<file path="src/rtl/alu_arbiter.sv">
// Round-robin arbiter sharing one clock-gated ALU between two requesters.
// Optional WAIT-state timeout abort enabled by defining ALU_ARB_TIMEOUT_EN.
module alu_arbiter #(
   parameter int unsigned D_WIDTH = 8,
   parameter int unsigned TMO_CYC = 15
) (
   input  logic                   clk,
   input  logic                   rst_n,
   input  logic                   req0,
   input  logic [3:0]             fun0,
   input  logic                   req1,
   input  logic [3:0]             fun1,
   output logic                   gnt0,
   output logic                   gnt1,
   output logic [2*D_WIDTH-1:0]   res_data,
   output logic                   res_valid,
   output logic                   res_id,
   output logic                   alu_en,
   output logic [3:0]             alu_fun,
   input  logic [2*D_WIDTH-1:0]   alu_out,
   input  logic                   out_valid,
   output logic                   gate_en,
   output logic                   err_tmo
);

   localparam int unsigned RES_W = 2 * D_WIDTH;
   localparam int unsigned FUN_W = 4;

   localparam logic [2:0] ST_IDLE = 3'd0;
   localparam logic [2:0] ST_WAKE = 3'd1;
   localparam logic [2:0] ST_EXEC = 3'd2;
   localparam logic [2:0] ST_WAIT = 3'd3;
   localparam logic [2:0] ST_DONE = 3'd4;

   if ((TMO_CYC < 1) || (TMO_CYC > 255)) begin : g_tmo_range
      $error("alu_arbiter: TMO_CYC must be within 1..255");
   end

   logic [2:0]       state_q, state_nxt;
   logic             owner_q, owner_nxt;
   logic [FUN_W-1:0] fun_q, fun_nxt;
   logic             last_q, last_nxt;

   logic             gnt0_nxt, gnt1_nxt;
   logic [RES_W-1:0] res_data_nxt;
   logic             res_valid_nxt, res_id_nxt;
   logic             alu_en_nxt;
   logic [FUN_W-1:0] alu_fun_nxt;
   logic             gate_en_nxt, err_tmo_nxt;
   logic             win_c;

`ifdef ALU_ARB_TIMEOUT_EN
   localparam logic [7:0] TMO_LAST = 8'(TMO_CYC - 1);
   logic [7:0]       tmo_cnt_q, tmo_cnt_nxt;
`endif

   // Tie goes to the requester that was not served last.
   assign win_c = (req0 && req1) ? ~last_q : req1;

   // State, owner and round-robin bookkeeping.
   always_ff @(posedge clk or negedge rst_n) begin
      if (!rst_n) begin
         state_q <= ST_IDLE;
         owner_q <= 1'b0;
         fun_q   <= '0;
         last_q  <= 1'b1;
      end else begin
         state_q <= state_nxt;
         owner_q <= owner_nxt;
         fun_q   <= fun_nxt;
         last_q  <= last_nxt;
      end
   end

`ifdef ALU_ARB_TIMEOUT_EN
   always_ff @(posedge clk or negedge rst_n) begin
      if (!rst_n) begin
         tmo_cnt_q <= '0;
      end else begin
         tmo_cnt_q <= tmo_cnt_nxt;
      end
   end
`endif

   // Next state plus look-ahead values for the registered outputs.
   always_comb begin
      state_nxt     = state_q;
      owner_nxt     = owner_q;
      fun_nxt       = fun_q;
      last_nxt      = last_q;
      gnt0_nxt      = 1'b0;
      gnt1_nxt      = 1'b0;
      res_data_nxt  = res_data;
      res_valid_nxt = 1'b0;
      res_id_nxt    = res_id;
      alu_en_nxt    = 1'b0;
      alu_fun_nxt   = '0;
      gate_en_nxt   = 1'b0;
      err_tmo_nxt   = 1'b0;
`ifdef ALU_ARB_TIMEOUT_EN
      tmo_cnt_nxt   = tmo_cnt_q;
`endif

      case (state_q)
         ST_IDLE: begin
            // A grant still visible here is a timeout abort; its request is stale.
            if ((req0 || req1) && !(gnt0 || gnt1)) begin
               owner_nxt   = win_c;
               fun_nxt     = win_c ? fun1 : fun0;
               state_nxt   = ST_WAKE;
               gate_en_nxt = 1'b1;
            end
         end
         ST_WAKE: begin
            state_nxt   = ST_EXEC;
            gate_en_nxt = 1'b1;
            alu_en_nxt  = 1'b1;
            alu_fun_nxt = fun_q;
         end
         ST_EXEC: begin
            state_nxt   = ST_WAIT;
            gate_en_nxt = 1'b1;
`ifdef ALU_ARB_TIMEOUT_EN
            tmo_cnt_nxt = '0;
`endif
         end
         ST_WAIT: begin
            if (out_valid) begin
               state_nxt     = ST_DONE;
               res_data_nxt  = alu_out;
               res_valid_nxt = 1'b1;
               res_id_nxt    = owner_q;
               gnt0_nxt      = ~owner_q;
               gnt1_nxt      = owner_q;
               last_nxt      = owner_q;
            end else begin
               gate_en_nxt = 1'b1;
`ifdef ALU_ARB_TIMEOUT_EN
               if (tmo_cnt_q == TMO_LAST) begin
                  state_nxt   = ST_IDLE;
                  gate_en_nxt = 1'b0;
                  err_tmo_nxt = 1'b1;
                  gnt0_nxt    = ~owner_q;
                  gnt1_nxt    = owner_q;
                  last_nxt    = owner_q;
               end else begin
                  tmo_cnt_nxt = tmo_cnt_q + 8'd1;
               end
`endif
            end
         end
         ST_DONE: begin
            state_nxt = ST_IDLE;
         end
         default: begin
            state_nxt = ST_IDLE;
         end
      endcase
   end

   // Registered outputs.
   always_ff @(posedge clk or negedge rst_n) begin
      if (!rst_n) begin
         gnt0      <= 1'b0;
         gnt1      <= 1'b0;
         res_data  <= '0;
         res_valid <= 1'b0;
         res_id    <= 1'b0;
         alu_en    <= 1'b0;
         alu_fun   <= '0;
         gate_en   <= 1'b0;
         err_tmo   <= 1'b0;
      end else begin
         gnt0      <= gnt0_nxt;
         gnt1      <= gnt1_nxt;
         res_data  <= res_data_nxt;
         res_valid <= res_valid_nxt;
         res_id    <= res_id_nxt;
         alu_en    <= alu_en_nxt;
         alu_fun   <= alu_fun_nxt;
         gate_en   <= gate_en_nxt;
         err_tmo   <= err_tmo_nxt;
      end
   end

endmodule

</file>
<file path="config.mk">
export PLATFORM = sky130hd
export DESIGN_NAME = alu_arbiter
export DESIGN_NICKNAME = d
export VERILOG_FILES = /design/src/rtl/alu_arbiter.sv
export SDC_FILE = /design/constraint.sdc
export NUM_CORES = 1
export LEC_CHECK = 0
export CAP_MARGIN = 40
export CORE_AREA = 2 2 65 67
export CTS_CLUSTER_DIAMETER = 50
export DETAILED_ROUTE_END_ITERATION = 16
export DIE_AREA = 0 0 67 69
export PLACE_DENSITY = 0.77
export REMOVE_ABC_BUFFERS = 1
export SYNTH_ARGS = -nofsm -noshare
export SYNTH_HDL_FRONTEND = slang
export SYNTH_SLANG_ARGS = --single-unit
export TNS_END_PERCENT = 5
</file>
<file path="constraint.sdc">
create_clock -name clk -period 2.2 [get_ports clk]
set_clock_uncertainty 0.15 [all_clocks]
set_input_delay 0.66 -clock clk [delete_from_list [all_inputs] [get_ports clk]]
set_output_delay 0.66 -clock clk [all_outputs]
set_load 0.005 [all_outputs]
</file>
======== Word level (Yosys, flattened, before mapping) ========
Index checks and enable logic that the tools add are counted.
storage, ports and cells
  register bits ........................... 35
  bits of input ports ..................... 29
  output and inout port bits .............. 27
  word-level logic and storage cells ...... 45
operators by class
  equality and inequality tests ........... 5
  muxes and demuxes ....................... 16
  bitwise operators ....................... 2
  reductions and logical operators ........ 10
operators by type and width
  operator                                                         number
  3-bit one-hot mux with 4 select lines                            1
  1-bit 2-to-1 mux                                                 10
  4-bit 2-to-1 mux                                                 2
  3-bit by 2-bit == test with 1-bit output, second input constant  2
  3-bit 2-to-1 mux                                                 2
  2-bit AND reduction                                              3
  2-bit inequality test, second input constant                     2
  3-bit by 1-bit == test with 1-bit output, second input constant  1
  3-bit logical NOT                                                1
  1-bit one-hot mux with 3 select lines                            1
  1-bit logical AND                                                2
  1-bit logical OR                                                 2
  1-bit NOT                                                        2
  2-bit OR reduction                                               1
  1-bit logical NOT                                                1

======== Longest topological paths before layout ========
  depth in word-level cells ............... 5
  depth in mapped cells ................... 5
  gate-level depth less buffers ........... 4

======== Worst setup path after synthesis ========
No wires, ideal clock.
  path kind ............................... input to register
  start ................................... input req0
  end ..................................... register owner_q
  library setup time ...................... 0.125 ns
  arrival time ............................ 1.593 ns
  required time ........................... 1.925 ns
  setup slack ............................. 0.332 ns
  stages on the path ...................... 4
  buffers on the path ..................... 1
  cells stage by stage .................... nor2_1 > or4_1 > buf_6 > mux2_4
on the way
  word-level cells in the longest chain between the ends .. 3
  elaborated cells on any way between the ends .. 5
  classes of those cells .................. mux (1); reduce/logical (4)
RTL lines
  element                        RTL line  text
  start: declaration             9         input logic req0,
  1-bit logical OR               107       if ((req0 || req1) && !(gnt0 || gnt1)) begin
  1-bit logical AND              107
  2-bit AND reduction (no line)  --
  end signal: assignment         69        owner_q <= owner_nxt;
  end: declaration               40        logic owner_q, owner_nxt;
Parallel ways exist; a longest one is shown, timed or not.
A chain may end at the register's enable or synchronous reset.

======== Worst setup path after layout ========
  start ................................... input req0
  end ..................................... register fun_q[2]
on the way
  word-level cells in the longest chain between the ends .. 3
  elaborated cells on any way between the ends .. 6
  classes of those cells .................. mux (2); reduce/logical (4)
RTL lines
  element                                                  RTL line  text
  1-bit logical AND or 1-bit logical OR (tied branches)    58, 107
  1-bit 2-to-1 mux or 1-bit logical AND (tied branches)    58, 107
  4-bit 2-to-1 mux or 2-bit AND reduction (tied branches)  --
  end signal: assignment                                   70        fun_q <= fun_nxt;
  end: declaration                                         41        logic [FUN_W-1:0] fun_q, fun_nxt;
Parallel ways exist; a longest one is shown, timed or not.

==> metrics.yaml <==
run_status: "finished clean"
combinational_fraction_of_design_power_pct: 38.5
io_pins: 56
numPortBuffers: 54
critPathArrivalTime_ns: 2.09
grt_pass1_vias: 1084
yosys.cell_types.count: 24
clock-sinks: 35
maximum_number_of_pins_on_one_net_before_global_route_repair: 36
postCtsResizedCells: 0
yosysTopAreaCell: "sky130_fd_sc_hd__dfrtp_1"
timing.setup.critical_path_class: "primary input to flop"
power.share.clock_pct: 17.5
worst_ep_required_time_ns: 2.24
total_switching_power_uw: 720.4
finish.net_count: 220
yosys_register_bits: 35
cells_along_the_critical_path: "clkdlybuf4s50_1, nor2_1, or4_1, buf_4, o21ai_0"
ys_top_cells_by_count: "sky130_fd_sc_hd__nand2_1 (57), sky130_fd_sc_hd__dfrtp_1 (34), sky130_fd_sc_hd__and2_1 (4), sky130_fd_sc_hd__mux2i_1 (4), sky130_fd_sc_hd__o21ai_0 (4)"
largest_cells_by_area_after_synthesis: "sky130_fd_sc_hd__dfrtp_1 (64%), sky130_fd_sc_hd__nand2_1 (16%), sky130_fd_sc_hd__mux2i_1 (3.0%)"
power.density_nw_per_um2: 1199
numCtsBuffers: 5
antenna_left: 0
post_drt_via_cell_ratio: 4.219
synth-seq-area-share_pct: 66.07
cell_area_after_synthesis_um2: 1328
die-area_um2: 4623
dpl.hpwl_um: 2015
power.share.sequential_pct: 44.0
place.gp.congestion: 0.6954
power.ir.vdd_worst_v: 0.0005851
fp-row-count: 23
grt_usage_pct: 13.62
cp-end-kind: "flop"
worst_path_dominant_cell_family: "buffers and inverters"
detail_route.iter0.violations: 33
cts_buffer_depth: 2
die_y_um: 69
cellInternalPower_uw: 1712
max-cap-violations: 0
synth_top_area_share_pct: 64.09
clk_root_buffer_cell: "sky130_fd_sc_hd__clkbuf_8"
vias: 1021
yosys_warnings: 0
start_kind: "primary input"
setup_violations: 0
postRouteWirelength_um: 2782
rsz0062_at_grt: "no"
synth.most_common_cell: "sky130_fd_sc_hd__nand2_1"
post_synth.cell_area_avg_um2: 10.37
grt_overflow_total: 0
routedWlPerCell_um: 11.50
maximum_fanout_count_along_the_critical_path: 9
fmax_mhz: 488.4
timing.critical_path.buf_inv: 2
drc: 0
tns_ns: 0
cts.reportedPaths.clkPinSlew_ns: 0.07
synthArstFlopShare_pct: 100.0
post_cts_hold_buffer_count: 0
crit_path_max_incr_delay_ns: 0.51
detail_route.first_pass.iterations: 2
design_power_total_uw: 2432
final_max_slew_viol_count: 0
synth_cells: 128
cts_tree: "done"
grt_antenna_before_repair: 0
syn_to_final_growth_pct: 52.87
die_x_um: 67
clk-insertion-delay-late_ns: 0.28
hold_class: "primary input to async pin"
synth-edff-count: 0
insertedDiodeCount: 0
layout-drive-gt1-share_pct: 8.333
core_um2: 3914
critical-path-slowest-cell: "sky130_fd_sc_hd__or4_1"
fin_crit_sh_pct: 93.07
effective_utilization_at_floorplan_pct: 33.92
grt_pass1_wl_um: 4843
standby_leakage_power_uw: 0.0009884
ctsHtreeMaxLevel: 2
finalHoldViolations: 0
power.share.switching_pct: 29.62
cts.repair_timing.setup_buffer_count: 0
final.min_clock_period_ns: 2.048
synth_top_flop_cell: "sky130_fd_sc_hd__dfrtp_1"
-- layout make-up --
type                       count  area, um2
tap                           50      62.56
timing repair buffer          61      588.1
inverter                       3      11.26
fill                         385       1884
clock inverter                 1      5.005
sequential                    35      877.1
clock buffer                   7      76.32
multi-input combinational     85      409.1
-- metrics by stage --
| stage | hold WS (ns) | utilization (%) | instances | setup WS (ns) | cell area [um2] |
|---|---|---|---|---|---|
| after global placement | 0.3006 | 49.78 | 234 | -0.1020 | 1948 |
| final | 0.2534 | 51.85 | 242 | 0.1525 | 2029 |
| after floorplan | 0.2144 | - | 123 | 0.1103 | 1297 |
| after detailed placement | 0.3113 | 49.78 | 234 | -0.1598 | 1948 |
| after global routing | 0.2869 | 51.85 | 242 | 0.07079 | 2029 |
| after CTS | 0.2674 | 51.85 | 242 | 0.1378 | 2029 |
-- cell usage in the layout (no fill, tap or decap), drive strengths merged --
cell / netlist / layout
clkinv: 1 / 2
or3: 1 / 1
buf: 2 / 8
dfrtp: 34 / 34
nor3b: 1 / 1
nand2: 57 / 57
a21boi: 1 / 1
a31oi: 1 / 1
o21ai: 4 / 4
nand4b: 1 / 1
dfstp: 1 / 1
o21bai: 2 / 2
nor2: 2 / 2
mux2: 1 / 1
nor3: 1 / 1
conb: 1 / 1
or2b: 2 / 2
or4: 1 / 1
inv: 2 / 2
mux2i: 4 / 4
a21oi: 1 / 1
clkbuf: 3 / 7
and2: 4 / 4
clkdlybuf4s50: 0 / 53
-- cell families after synthesis --
family / after synthesis / share of synthesized area, %
and+or+nand+nor: 70 / 22.34
other: 1 / 0.2825
buffers and inverters: 8 / 3.110
AOI/OAI and AO/OA: 9 / 4.053
muxes: 5 / 4.147
DFF: 35 / 66.07
-- state kept, by name, indices dropped and copies added, names as in the netlist --
| register | flops |
|---|---|
| gnt1 | 1 |
| res_id | 1 |
| gate_en | 1 |
| fun_q | 4 |
| gnt0 | 1 |
| alu_en | 1 |
| last_q | 1 |
| res_data | 16 |
| owner_q | 1 |
| state_q | 3 |
| res_valid | 1 |
| alu_fun | 4 |
-- per-layer routing --
layer / track usage [%] / vias to the layer above / routed length (um)
li1: - / 527 / -
met1: 16.51 / 458 / 1216
met2: 22.66 / 29 / 1353
met3: 3.915 / 7 / 172
met4: 4.762 / 0 / 40
met5: 0 / - / 0
-- power groups by stage --
stage | sequential [uW] | clock [uW] | combinational (uW)
global placement | 1070 | 0 | 927
global route | 1110 | 485 | 1050
floorplan | 1080 | 0 | 348
detailed placement | 1080 | 0 | 952
finish | 1070 | 426 | 936
CTS | 1080 | 446 | 956
-- worst paths after layout --
check,cells past startpoint,slack [ns],startpoint,end
min,2,0.25,rst_n,alu_fun[0]$_DFF_PN0_
max reg2reg,4,0.33,state_q[1]$_DFFE_PN0P_,fun_q[2]$_DFFE_PN0P_
max in group asynchronous,2,1.31,rst_n,last_q$_DFFE_PN1P_
max,5,0.15,req0,fun_q[2]$_DFFE_PN0P_
min in group clk,2,0.31,last_q$_DFFE_PN1P_,last_q$_DFFE_PN1P_
min reg2reg,2,0.31,last_q$_DFFE_PN1P_,last_q$_DFFE_PN1P_
No activity file was read; power rests on OpenSTA's default activity.
